[src/rtl/fifo_arb_pkg.sv]
// Shared types and helpers for the round-robin FIFO write arbiter.
package fifo_arb_pkg;

  typedef enum logic [0:0] {
    ARB_IDLE   = 1'b0,
    ARB_LOCKED = 1'b1
  } arb_state_t;

  // Width of a source tag able to name n producers (never narrower than 1 bit).
  function automatic int id_width(input int n);
    return (n > 1) ? $clog2(n) : 1;
  endfunction

endpackage

[src/rtl/rr_priority_picker.sv]
// Combinational round-robin picker: first set request at or after rr_ptr,
// wrapping modulo NUM_REQ. Works for non-power-of-2 request counts.
module rr_priority_picker
  import fifo_arb_pkg::*;
#(
  parameter int NUM_REQ  = 4,
  parameter int ID_WIDTH = id_width(NUM_REQ)
) (
  input  logic [NUM_REQ-1:0]  req,
  input  logic [ID_WIDTH-1:0] rr_ptr,
  output logic                found,
  output logic [ID_WIDTH-1:0] idx
);

  localparam logic [ID_WIDTH:0] NUM_REQ_C = (ID_WIDTH+1)'(NUM_REQ);

  logic [2*NUM_REQ-1:0] doubled;
  logic [NUM_REQ-1:0]   rotated;
  logic [ID_WIDTH-1:0]  offset;
  logic [ID_WIDTH:0]    sum;

  // Rotate the request vector so rr_ptr lands at bit 0, find the first set bit,
  // then add the rotation back modulo NUM_REQ.
  always_comb begin
    doubled = {req, req} >> rr_ptr;
    rotated = doubled[NUM_REQ-1:0];
    found   = 1'b0;
    offset  = {ID_WIDTH{1'b0}};
    // Scan downwards so the lowest set position is the one that sticks.
    for (int k = NUM_REQ - 1; k >= 0; k--) begin
      if (rotated[k]) begin
        found  = 1'b1;
        offset = ID_WIDTH'(k);
      end else begin
        found  = found;
      end
    end
    sum = {1'b0, rr_ptr} + {1'b0, offset};
    if (sum >= NUM_REQ_C) begin
      idx = ID_WIDTH'(sum - NUM_REQ_C);
    end else begin
      idx = sum[ID_WIDTH-1:0];
    end
  end

endmodule

[src/rtl/fifo_write_arbiter.sv]
// Round-robin write-side arbiter sharing one sync_fifo among NUM_REQ producers.
// A grant is held for a whole packet (bounded by MAX_BURST); beats are tagged
// with the source ID and forwarded with zero latency, honouring fifo_full.
module fifo_write_arbiter
  import fifo_arb_pkg::*;
#(
  parameter int NUM_REQ    = 4,
  parameter int DATA_WIDTH = 32,
  parameter int MAX_BURST  = 8,
  parameter int ID_WIDTH   = id_width(NUM_REQ)
) (
  input  logic                           clock,
  input  logic                           reset,
  input  logic [NUM_REQ-1:0]             req_valid,
  input  logic [NUM_REQ*DATA_WIDTH-1:0]  req_data,
  input  logic [NUM_REQ-1:0]             req_last,
  output logic [NUM_REQ-1:0]             req_ready,
  output logic [ID_WIDTH+DATA_WIDTH-1:0] fifo_din,
  output logic                           fifo_write_en,
  input  logic                           fifo_full,
  output logic [ID_WIDTH-1:0]            grant_id,
  output logic                           busy
);

  localparam int CNT_W = $clog2(MAX_BURST + 1);
  localparam logic [CNT_W-1:0] MAX_BURST_C = CNT_W'(MAX_BURST);
  localparam logic [NUM_REQ-1:0] ONE_HOT_0 = {{(NUM_REQ-1){1'b0}}, 1'b1};

  arb_state_t          state;
  logic [ID_WIDTH-1:0] owner;
  logic [ID_WIDTH-1:0] rr_ptr;
  logic [CNT_W-1:0]    beat_cnt;

  logic                  found;
  logic [ID_WIDTH-1:0]   win_idx;
  logic [ID_WIDTH-1:0]   src;
  logic                  src_valid;
  logic                  src_last;
  logic [DATA_WIDTH-1:0] src_data;
  logic [CNT_W-1:0]      beat_cnt_inc;
  logic                  xfer;
  logic                  ends_pkt;

  // Next round-robin position after v, wrapping at NUM_REQ-1 even when
  // NUM_REQ is not a power of 2.
  function automatic logic [ID_WIDTH-1:0] wrap_inc(input logic [ID_WIDTH-1:0] v);
    if (v == ID_WIDTH'(NUM_REQ - 1)) begin
      return {ID_WIDTH{1'b0}};
    end else begin
      return v + ID_WIDTH'(1);
    end
  endfunction

  rr_priority_picker #(
    .NUM_REQ  (NUM_REQ),
    .ID_WIDTH (ID_WIDTH)
  ) u_picker (
    .req    (req_valid),
    .rr_ptr (rr_ptr),
    .found  (found),
    .idx    (win_idx)
  );

  // Select the serving source: the locked owner, or the picker's winner when idle.
  always_comb begin
    if (state == ARB_LOCKED) begin
      src       = owner;
      src_valid = req_valid[owner];
    end else begin
      src       = win_idx;
      src_valid = found;
    end
    src_last = req_last[src];
  end

  // Payload mux for the selected source.
  always_comb begin
    src_data = {DATA_WIDTH{1'b0}};
    for (int i = 0; i < NUM_REQ; i++) begin
      if (ID_WIDTH'(i) == src) begin
        src_data = req_data[i*DATA_WIDTH +: DATA_WIDTH];
      end else begin
        src_data = src_data;
      end
    end
  end

  // Transfer qualification and end-of-grant detection for the current beat.
  always_comb begin
    beat_cnt_inc = beat_cnt + CNT_W'(1);
    xfer         = src_valid && !fifo_full && reset;
    if (state == ARB_LOCKED) begin
      ends_pkt = src_last || (beat_cnt_inc == MAX_BURST_C);
    end else begin
      ends_pkt = src_last || (MAX_BURST_C == CNT_W'(1));
    end
  end

  // Arbitration state machine: lock on multi-beat packets, release on last
  // beat or burst limit, and advance the round-robin pointer on release.
  always_ff @(posedge clock or negedge reset) begin
    if (!reset) begin
      state    <= ARB_IDLE;
      owner    <= {ID_WIDTH{1'b0}};
      rr_ptr   <= {ID_WIDTH{1'b0}};
      beat_cnt <= {CNT_W{1'b0}};
    end else if (xfer) begin
      case (state)
        ARB_IDLE: begin
          if (ends_pkt) begin
            rr_ptr <= wrap_inc(src);
          end else begin
            state    <= ARB_LOCKED;
            owner    <= src;
            beat_cnt <= CNT_W'(1);
          end
        end
        ARB_LOCKED: begin
          if (ends_pkt) begin
            state    <= ARB_IDLE;
            rr_ptr   <= wrap_inc(owner);
            beat_cnt <= {CNT_W{1'b0}};
          end else begin
            beat_cnt <= beat_cnt_inc;
          end
        end
        default: begin
          state    <= ARB_IDLE;
          beat_cnt <= {CNT_W{1'b0}};
        end
      endcase
    end
  end

  // Output drive; everything is forced to zero while reset is asserted.
  always_comb begin
    fifo_write_en = xfer;
    busy          = (state == ARB_LOCKED);
    if (xfer) begin
      req_ready = ONE_HOT_0 << src;
    end else begin
      req_ready = {NUM_REQ{1'b0}};
    end
    if (!reset) begin
      fifo_din = {(ID_WIDTH+DATA_WIDTH){1'b0}};
      grant_id = {ID_WIDTH{1'b0}};
    end else begin
      fifo_din = {src, src_data};
      if (state == ARB_LOCKED) begin
        grant_id = owner;
      end else if (found) begin
        grant_id = win_idx;
      end else begin
        grant_id = {ID_WIDTH{1'b0}};
      end
    end
  end

endmodule

[config.mk]
export PLATFORM = sky130hd
export DESIGN_NAME = fifo_write_arbiter
export DESIGN_NICKNAME = d
export VERILOG_FILES = /design/src/rtl/fifo_arb_pkg.sv /design/src/rtl/rr_priority_picker.sv /design/src/rtl/fifo_write_arbiter.sv
export SDC_FILE = /design/constraint.sdc
export NUM_CORES = 1
export LEC_CHECK = 0
export ABC_AREA = 1
export CAP_MARGIN = 30
export CORE_ASPECT_RATIO = 1.4
export CORE_MARGIN = 8
export CORE_UTILIZATION = 34
export DETAILED_ROUTE_END_ITERATION = 7
export GPL_ROUTABILITY_DRIVEN = 1
export PLACE_DENSITY = 0.95
export SYNTH_ARGS = -nofsm -noshare
export SYNTH_HDL_FRONTEND = slang
export SYNTH_SLANG_ARGS = --single-unit
[constraint.sdc]
create_clock -name clock -period 6.1 [get_ports clock]
set_input_delay 0.61 -clock clock [delete_from_list [all_inputs] [get_ports clock]]
set_output_delay 0.61 -clock clock [all_outputs]
set_load 0.01 [all_outputs]
Word-level counts from Yosys, hierarchy flattened
Cells that the tools add are included.

Bits in registers: 9. Input bits: 139.

Add/sub/neg operators: 5. $lt $le $gt $ge: 3. Equal/unequal tests: 9. Shifts and indexed selects: 2. Mux-type cells: 34. Bitwise logic cells: 2. Reductions and logical operators: 8.

Operator list (count): two-way mux 32 bit (4); two-way mux 34 bit (1); two-way mux 2 bit (13); two-way mux 4 bit (3); two-way mux 1 bit (9); one-hot mux 4 bit (2 select lines) (1); >> shifter 8 x 2 -> 4 bit (1); less-than comparator 2 x 3 -> 1 bit (second input constant) (2); AND reduction 3 bit (2); adder 2 x 1 -> 2 bit (second input constant) (2); adder 4 x 1 -> 4 bit (second input constant) (1); binary-select mux 1 bit (select 2 bit) (2); equality test 2 bit (first input constant) (2); equality test 2 bit (second input constant) (2); equality test 4 bit (second input constant) (1); != test 2 bit (second input constant) (2); one-hot mux 2 bit (2 select lines) (1); left shift 1 x 2 -> 4 bit (first input constant) (1); adder 2 x 2 -> 3 bit (1); greater-or-equal comparator 3 bit (second input constant) (1); equality test 1 x 2 -> 1 bit (first input constant) (1); logical AND 1 bit (2); logical NOT 2 bit (1); != test 2 x 1 -> 1 bit (second input constant) (1); other kinds (5) (6).

Longest topological paths before layout
Gate-level depths: netlist (run 1).

Depth after elaboration: 15. Gate-level depth with buffers: 20.

Modules after synthesis
Synthesis (run 1) repeated with hierarchy kept, for this count alone.

Cells, all modules: 376. Area total of the unflattened synthesis: 2031.9 µm².

Modules (own cells, without submodules): fifo_write_arbiter (instances 1, cells an instance 341, area an instance 1866.8 µm², sequential area each 225.2 µm²); rr_priority_picker (instances 1, cells an instance 35, area an instance 165.2 µm², sequential area each 0.0 µm²).

Worst setup path after synthesis (run 1)
No wires, ideal clock.

Path kind: input-to-output. Start: in req_valid[1]. End: out fifo_din[10]. Arrival: 2927 ps. Required time: 5490 ps. Setup slack: 2563 ps. Stages on the path: 18. Path buffers: 2. Cell sequence: nand2_1 nand3_1 nand2_1 nand3_1 a21boi_0 ha_1 xnor2_1 nand3_1 nand3_2 nand2_1 ha_1 clkbuf_1 inv_1 clkbuf_1 nor2_1 o21ai_0 o21ai_0 a21oi_1.

Cells in the longest elaborated chain, start to end: 15. Elaborated cells between the ends (all ways): 19.

Ends and longest elaborated chain: start, declared (RTL line fifo_write_arbiter.sv:14) `input logic [NUM_REQ-1:0] req_valid,`; >> shifter 8 x 2 -> 4 bit * (RTL line rr_priority_picker.sv:25) `doubled = {req, req} >> rr_ptr;`; two-way mux 2 bit (3 in series) (RTL line rr_priority_picker.sv:31) `if (rotated[k]) begin`; two-way mux 2 bit * (RTL line rr_priority_picker.sv:31); adder 2 x 2 -> 3 bit * (RTL line rr_priority_picker.sv:38) `sum = {1'b0, rr_ptr} + {1'b0, offset};`; greater-or-equal comparator 3 bit / subtractor 2 x 1 -> 2 bit (equally long branches) (RTL line rr_priority_picker.sv:39, rr_priority_picker.sv:40); two-way mux 2 bit * (RTL line rr_priority_picker.sv:39) `if (sum >= NUM_REQ_C) begin`; two-way mux 2 bit * (RTL line fifo_write_arbiter.sv:66) `if (state == ARB_LOCKED) begin`; logical NOT 2 bit (RTL line fifo_write_arbiter.sv:80) `if (ID_WIDTH'(i) == src) begin`; two-way mux 32 bit (3 in series) (RTL line fifo_write_arbiter.sv:80); two-way mux 32 bit * (RTL line fifo_write_arbiter.sv:80); two-way mux 34 bit * (RTL line fifo_write_arbiter.sv:144) `if (!reset) begin`; end, declared (RTL line fifo_write_arbiter.sv:18) `output logic [ID_WIDTH+DATA_WIDTH-1:0] fifo_din,`.

Every way passes the cells marked *; elsewhere a longest branch is shown, timed or not.

Worst setup path after layout (run 1)
Start: in req_valid[1]. End: out fifo_din[21].

Same word-level chain as after synthesis.

==> results.txt, run 1 <==
* Post-route fraction of the period consumed by the critical path: 0.839
- Global-route wire length before repair: 15800 um
- Number of clock sinks seen by CTS: 9
- TritonCTS built the clock tree.
* Fraction of the core area covered by cells at the end of the flow: 0.692
- The run finished with clean final reports.
* Mean routed wirelength per cell: 17.8 um
- Total number of yosys warnings: 0
- Wires add up to 10400 um.
- Sw frac: 0.541
- Synthesis produced a netlist with a net count of 502.
- After synthesis, the share of flip-flops with an asynchronous set or reset is 1.00.
- Setup total negative slack: 0 ns
- The tightest min-delay check is of the register to register type.
- Synthesis inferred 9 register bits.
- Power density relative to cell area: 656 nW/um2
- Of all nets on the critical path, the largest fanout is 17.
* Launching point of the worst reg2reg path: rr_ptr[0]
* Worst Hold Launch: beat_cnt[3]
- For this configuration, the core starts out at a cell density of 0.351.
- Derived from the worst setup path, the maximum achievable clock frequency is 195 MHz.
- Cell area after synthesis: 1940 um2
- Setup violations remaining at the end of the flow were counted as 0.
- Post-synth cell types: 25
* Type of the worst setup path: input pin to output port
- At the end of the flow, the number of nets in the layout was 663.
* Vias in the first global route: 3020
- Clock Skew: 0.00587 ns
* Clk slew on worst S/H paths: 0.05 ns
- Crit-path cells: clkdlybuf4s50_1 -> nand2_1 -> nand3_1 -> nand2_1 -> nand3_1 -> a21boi_0 -> ha_1 -> xnor2_1 -> inv_1 -> nand2_1 -> nand3_2 -> nand2_1 -> ha_1 -> buf_4 -> a21oi_1 -> o21ai_0 -> o21ai_0 -> a21oi_1 -> clkdlybuf4s50_1
- Hold Worst Slack: 0.516 ns
- After detailed routing, the number of vias per cell comes to 5.34.
- Unrepaired setup endpoints after global routing: false
* VDD IR max: 0.430 mV
* EDFF count, synth: 0
- Antenna violations before repair: 0
- Slack of the worst reg-to-reg path: 3.40 ns
- Full die area: 8420 um2
- For this run, the register share of the synthesized area comes to 0.116.
- Data arrives at the worst endpoint at 4.51 ns.
- Switching power summed over all nets: 1.36 mW
- Relative contribution of the clock network to total power: 0.029
* Die X-Extent: 79.9 um
- Placeable core region: 5530 um2
* Number of cells in the finished layout apart from fillers: 584
- The most used flip-flop cell after synthesis is sky130_fd_sc_hd__dfrtp_1.
- The number of setup buffers added after CTS is 0.
* Placed Area: 3780 um2
- Once layout is done, the placed cells without fillers occupy 3820 um2.
* Delay of the slowest cell on the worst path: 0.57 ns
- The clock passes through at most 2 buffers.
- Global-route usage over all layers: 0.229
- Cell type contributing the most total cell area after synthesis: sky130_fd_sc_hd__o21ai_0
- Detailed-route DRC error count: 0
* Total power of the final layout: 2.51 mW
- Required time of the critical path: 5.49 ns
- IO Port Bufs: 180
- Total instance count after detailed placement: 580
- Drt first-iter violations: 190
- Max-slew violation total from the final report: 0
* LEAKAGE: 1.53 nW
- ANT nets after route: 0
- Relative to the synthesized area, the layout overhead comes to 96.9%.
* Most frequent standard cell in the layout excluding fill and tap cells: sky130_fd_sc_hd__clkdlybuf4s50_1
- Of the cells placed in the final design, the portion with a size suffix greater than 1 is 0.0504.
* Maximum number of pins on one net before global-route repair: 43
- Worst flop-to-flop path endpoint: rr_ptr[1]
- STA classifies the critical path endpoint as an output port.
- Of the total power, registers draw 0.046.
- The cell that appears most often on the critical path is sky130_fd_sc_hd__nand2_1.
- The worst setup path is launched from an input pin.
* Final global-route overflow total: 0
- The internal portion of the total power is 1.15 mW.
- The share of total power dissipated in combinational logic is 0.925.
- Post_cts resized: 0
* Leading cell types in the layout, fill and taps excluded: 180 x sky130_fd_sc_hd__clkdlybuf4s50_1, 98 x sky130_fd_sc_hd__o21ai_0, 66 x sky130_fd_sc_hd__a21oi_1
* Drt first pass iters: 4
* Library cell used as clock root buffer: sky130_fd_sc_hd__clkbuf_8
- 0 antenna diodes ended up in the layout.
- Die height: 105 um
* Fin crit period: 5.12 ns
* I/O pin count: 181
* Slowest cell on crit path: sky130_fd_sc_hd__ha_1
- Relative slew slack: 0.510
- Counting cells, the worst reg-to-reg path comes to 18.
* Count of fill cells added during filler insertion: 491
- The worst path meets setup with 0.983 ns of slack.
- Final HPWL from detailed placement: 8290 um
* Main area contributors after synthesis: sky130_fd_sc_hd__o21ai_0 25%, sky130_fd_sc_hd__a21oi_1 17%, sky130_fd_sc_hd__dfrtp_1 12%, sky130_fd_sc_hd__nor2_1 8.5%, sky130_fd_sc_hd__nand2_1 7.7%
- Clock latency of the later-clocked register in the worst-skew pair: 0.24 ns
- The worst hold path terminates at beat_cnt[3].
* Share of Yosys cell area claimed by the top area cell type: 0.253
- The worst hold path was traced through 2 stages.
- In this run the mean area of a mapped cell was 5.45 um2.
- Synthesized netlist cell count: 356
* Endpoints failing hold: 0
* Post-Place Worst Slack: 1.02 ns
- Gp weighted congestion: 0.974
* Count of hold buffers inserted by post-cts repair: 0
- Number of violations of the max-capacitance limit: 0
- TritonCTS created 3 clock buffers.
* Floorplan row count: 32
* H-Tree Depth: 1
- For this block, the via count after detailed routing is 3116.
* Tightest Pin Transition: 0.734 ns
==> registers in the layout, indices dropped and copies added (netlist names) <==
name,count
beat_cnt,4
owner,2
busy,1
rr_ptr,2
==> cell usage after synthesis, types with 2 or more instances <==
| cell | number |
|---|---|
| sky130_fd_sc_hd__a21oi_1 | 66 |
| sky130_fd_sc_hd__buf_1 | 2 |
| sky130_fd_sc_hd__buf_4 | 2 |
| sky130_fd_sc_hd__clkbuf_1 | 26 |
| sky130_fd_sc_hd__dfrtp_1 | 9 |
| sky130_fd_sc_hd__ha_1 | 7 |
| sky130_fd_sc_hd__inv_1 | 15 |
| sky130_fd_sc_hd__inv_2 | 4 |
| sky130_fd_sc_hd__mux2i_1 | 2 |
| sky130_fd_sc_hd__nand2_1 | 40 |
| sky130_fd_sc_hd__nand2_2 | 5 |
| sky130_fd_sc_hd__nand3_1 | 18 |
| sky130_fd_sc_hd__nand3_2 | 5 |
| sky130_fd_sc_hd__nor2_1 | 44 |
| sky130_fd_sc_hd__o21ai_0 | 98 |
| sky130_fd_sc_hd__o21ai_1 | 3 |
| sky130_fd_sc_hd__xnor2_1 | 2 |
==> how the worst max path moves through the flow <==
stage / start / endpoint / slack, ns / cells after the start
3_3_place_gp: req_valid[3] / fifo_din[19] / 1.14 / 19
3_5_place_dp: req_valid[1] / fifo_din[19] / 1.02 / 19
5_1_grt: req_valid[3] / fifo_din[19] / 0.48 / 19
2_1_floorplan: req_valid[1] / fifo_din[10] / 2.56 / 18
6_report: req_valid[1] / fifo_din[21] / 0.98 / 19
4_1_cts: req_valid[1] / fifo_din[19] / 0.98 / 19
==> metal layers <==
layer	routed length [um]	up-vias	part of all wire	global-route usage
met1	3900	1416	0.38	0.258
met2	5340	139	0.51	0.413
met4	221	0	0.021	0.0627
li1	-	1544	-	-
met3	920	17	0.089	0.0527
met5	0	-	0	0
==> worst max-delay path: cells and delay by family <==
family | cells | cell delay (ns)
buf+inv | 4 | 1.48
xor+xnor | 1 | 0.22
simple gates | 7 | 0.73
compound gates | 5 | 0.69
fa+ha+maj | 2 | 0.77
==> layout make-up <==
class / instances / area, um2 / share of cell area
clock buffers: 4 / 45.0 / 0.0118
multi-input cells: 298 / 1530 / 0.399
repair buffers: 186 / 1870 / 0.490
inverters: 19 / 71.3 / 0.0187
flip-flops and latches: 9 / 225 / 0.0589
well taps: 68 / 85.1 / 0.0223
==> power by group through the flow <==
stage | sequential [mW] | clock [mW] | combinational (mW)
finish | 0.116 | 0.0726 | 2.32
global route | 0.120 | 0.0801 | 2.56
CTS | 0.115 | 0.0754 | 2.33
detailed placement | 0.115 | 0 | 2.32
global placement | 0.115 | 0 | 2.26
floorplan | 0.105 | 0 | 1.38
==> kinds of logic after synthesis <==
logic type / count (synthesis) / synth area share
compound gates: 170 / 0.444
simple gates: 116 / 0.273
buf+inv: 49 / 0.0986
flops: 9 / 0.116
fa+ha+maj: 7 / 0.0451
xor+xnor: 3 / 0.0135
mux: 2 / 0.0103
Power figures use the tool's default switching activity.
==> run 2, diff against run 1 <==
--- a/config.mk
+++ b/config.mk
@@ -9,10 +9,10 @@
 export CAP_MARGIN = 30
 export CORE_ASPECT_RATIO = 1.4
 export CORE_MARGIN = 8
-export CORE_UTILIZATION = 34
+export CORE_UTILIZATION = 28
 export DETAILED_ROUTE_END_ITERATION = 7
 export GPL_ROUTABILITY_DRIVEN = 1
-export PLACE_DENSITY = 0.95
+export PLACE_DENSITY = 0.88
 export SYNTH_ARGS = -nofsm -noshare
 export SYNTH_HDL_FRONTEND = slang
 export SYNTH_SLANG_ARGS = --single-unit
==> constraint.sdc (replaced) <==
create_clock -name clock -period 4.25 [get_ports clock]
set_input_delay 0.425 -clock clock [delete_from_list [all_inputs] [get_ports clock]]
set_output_delay 0.425 -clock clock [all_outputs]
set_load 0.01 [all_outputs]
==> results.txt, run 2 (synthesis results as in run 1) <==
- Status: completed
* Register with the most flip-flops: beat_cnt
* LEAKAGE: 1.96 nW
- Placed Area: 3840 um2
* Drt first pass iters: 4
- On the worst path, the slowest cell contributes a delay of 0.59 ns.
- TritonCTS built the clock tree.
* Global-route usage over all layers: 0.189
- VDD IR max: 0.472 mV
- Tightest Pin Transition: 0.396 ns
* Clock latency of the later-clocked register in the worst-skew pair: 0.24 ns
- Total inserted antenna cells: 0
- Setup total negative slack: 0 ns
- In the routed design, unresolved DRC markers number 0.
- For this configuration, the core starts out at a cell density of 0.284.
* Number of violations of the max-capacitance limit: 0
- Dividing the detail-routed via count by the number of cells gives 5.18.
* Total wire length: 10400 um
- Row generation in the floorplan step produced 36 rows.
- Dividing the detail-routed wire length by the instance count gives 16.8 um.
- Capturing element type of the critical path: output port
- Maximum fanout along the worst path: 17
- Clock skew on the completed layout was measured at 0.00145 ns.
- Maximum number of pins on one net before global-route repair: 42
* Clk slew on worst S/H paths: 0.04 ns
- The critical path is of the input pin to output port type.
* Fraction of the core area covered by cells at the end of the flow: 0.585
- STA puts the critical path data required time at 3.83 ns.
- Of the cells placed in the final design, the portion with a size suffix greater than 1 is 0.0690.
* Area Growth Syn to Fin: 106%
- Minimum setup slack in the final design: 0.189 ns
- STA classifies the critical path startpoint as an input pin.
* Unrepaired setup endpoints after global routing: true
- After routing the design area is 4000 um2.
- In the finished design, the share of the clock period the worst path needs comes to 0.956.
- Antenna violations before repair: 0
- Counting buffers and inverters, the worst setup path is 18 cells deep.
- The die is 86.4 um wide.
- The floorplan step defined a die boundary enclosing 9890 um2.
- Endpoints failing hold: 0
* Relative slew slack: 0.736
* Vias in the first global route: 3059
- For this design, the CTS-stage hold fixing added 0 buffers.
- Number of clock sinks seen by CTS: 9
- Worst R2R Path Depth: 18
- Setup violations remaining at the end of the flow were counted as 0.
* Die height: 115 um
- The library cell used most frequently in the layout, excluding fill and tap cells, is sky130_fd_sc_hd__clkdlybuf4s50_1.
- ANT nets after route: 0
- Post-Place Worst Slack: 0.000867 ns
* I/O pin count: 181
- Slowest cell on crit path: sky130_fd_sc_hd__clkdlybuf4s50_1
- H-Tree Depth: 1
- After the first detailed-routing iteration, the DRC count stood at 148.
* Gp weighted congestion: 0.910
* Maximum clock frequency: 246 MHz
* Number of buffers inserted to repair setup after CTS: 0
- Hold is met by 0.530 ns.
- Detailed routing inserted a total of 3193 vias.
* Type of the tightest min-delay check: register to register
- Final global-route overflow total: 0
- The register with the most flip-flops in the layout has 4 of them.
- Library cell used as clock root buffer: sky130_fd_sc_hd__clkbuf_8
* Most used cell, CP: sky130_fd_sc_hd__nand3_1
* Bufs and invs on worst path: 4
- No sink is reached through more buffers than the 2 on the longest clock path.
- Counting instances, the worst hold path has a depth of 2.
- Data arrives at the worst endpoint at 3.64 ns.
- The first global-routing pass estimated 15200 um of wire.
- Max-slew violation total from the final report: 0
- Placeable core region: 6850 um2
* Leading cell types in the layout, fill and taps excluded: 152 x sky130_fd_sc_hd__clkdlybuf4s50_1, 96 x sky130_fd_sc_hd__o21ai_0, 66 x sky130_fd_sc_hd__a21oi_1
* Registers with the most flip-flops: beat_cnt: 4 flops, owner: 2 flops, rr_ptr: 2 flops
- Buffers placed on the I/O ports in this run total 180.
* Crit-path cells: clkdlybuf4s50_1 -> nand2_1 -> nand3_1 -> nand3_1 -> a21boi_1 -> ha_2 -> xnor2_2 -> nand3_1 -> nand3_2 -> nand2_2 -> ha_1 -> inv_1 -> buf_8 -> nor2_1 -> o21ai_0 -> o21ai_0 -> a21oi_1 -> clkdlybuf4s50_1
- Total clock buffers created by CTS: 3
* Kind of cell adding the most delay to the critical path: buffers and inverters
- Subtracting the final worst setup slack from the clock period gives 4.06 ns.
- Detailed placement ended at an HPWL of 8350 um.
- Power density relative to cell area: 916 nW/um2
- Final net count: 669
run 2: per-stage QoR:
stage                     std cells  total power, mW
after global placement          613             3.48
after global routing            617             4.04
after CTS                       617             3.70
final                           617             3.67
after floorplan                 356             2.13
after detailed placement        613             3.56
run 2: routing by layer:
metal | track usage | wire length [um] | vias to the layer above
met2 | 0.345 | 5330 | 161
met4 | 0.0473 | 211 | 0
met5 | 0 | 0 | -
li1 | - | - | 1559
met3 | 0.0417 | 850 | 16
met1 | 0.214 | 4000 | 1457
run 2: power breakdown:
group | switching, mW | internal, mW | leakage [nW] | total (mW)
clock | 0.0359 | 0.0640 | 0.0255 | 0.100
sequential | 0.0542 | 0.116 | 0.116 | 0.171
combinational | 1.88 | 1.51 | 1.82 | 3.40
run 2: cell type report:
cell class                      instances  area, um2
Clock buffer                            3       41.3
Tap cell                               95        119
Multi-Input combinational cell        298       1540
Fill cell                             659       2840
Sequential cell                         9        225
Clock inverter                          1       5.00
Inverter                               19       71.3
Timing Repair Buffer                  192       2000
run 2: worst reg2reg max path, cell delays in order, from the launching register on:
cell and delay [ns]:
sky130_fd_sc_hd__dfrtp_1 0.48, sky130_fd_sc_hd__inv_2 0.08, sky130_fd_sc_hd__nand2_1 0.08, sky130_fd_sc_hd__nand3_1 0.07
sky130_fd_sc_hd__nand2_1 0.12, sky130_fd_sc_hd__nand3_1 0.08, sky130_fd_sc_hd__a21boi_1 0.14, sky130_fd_sc_hd__ha_2 0.20
sky130_fd_sc_hd__xnor2_2 0.13, sky130_fd_sc_hd__inv_1 0.08, sky130_fd_sc_hd__nand2_1 0.08, sky130_fd_sc_hd__nand3_2 0.08
sky130_fd_sc_hd__nand2_2 0.14, sky130_fd_sc_hd__inv_1 0.08, sky130_fd_sc_hd__ha_1 0.29, sky130_fd_sc_hd__nand2_1 0.07
sky130_fd_sc_hd__nand2_1 0.06, sky130_fd_sc_hd__nand3_1 0.08, sky130_fd_sc_hd__nand2_1 0.06
run 2: final timing paths:
check / to / from / slack, ns
worst max register to register: rr_ptr[1] / rr_ptr[0] / 1.72
worst min-delay path: beat_cnt[3] / beat_cnt[3] / 0.53
worst max-delay path: fifo_din[29] / req_valid[2] / 0.19
max in group asynchronous: rr_ptr[1] / reset / 3.35
worst min register to register: beat_cnt[3] / beat_cnt[3] / 0.53
min in group asynchronous: owner[1] / reset / 0.62
run 2: timing repair:
item | CTS | global route
resized for setup | 2 | 40
gates cloned | 0 | 0
endpoints found under the setup margin | 2 | 32
pin swaps | 0 | 0
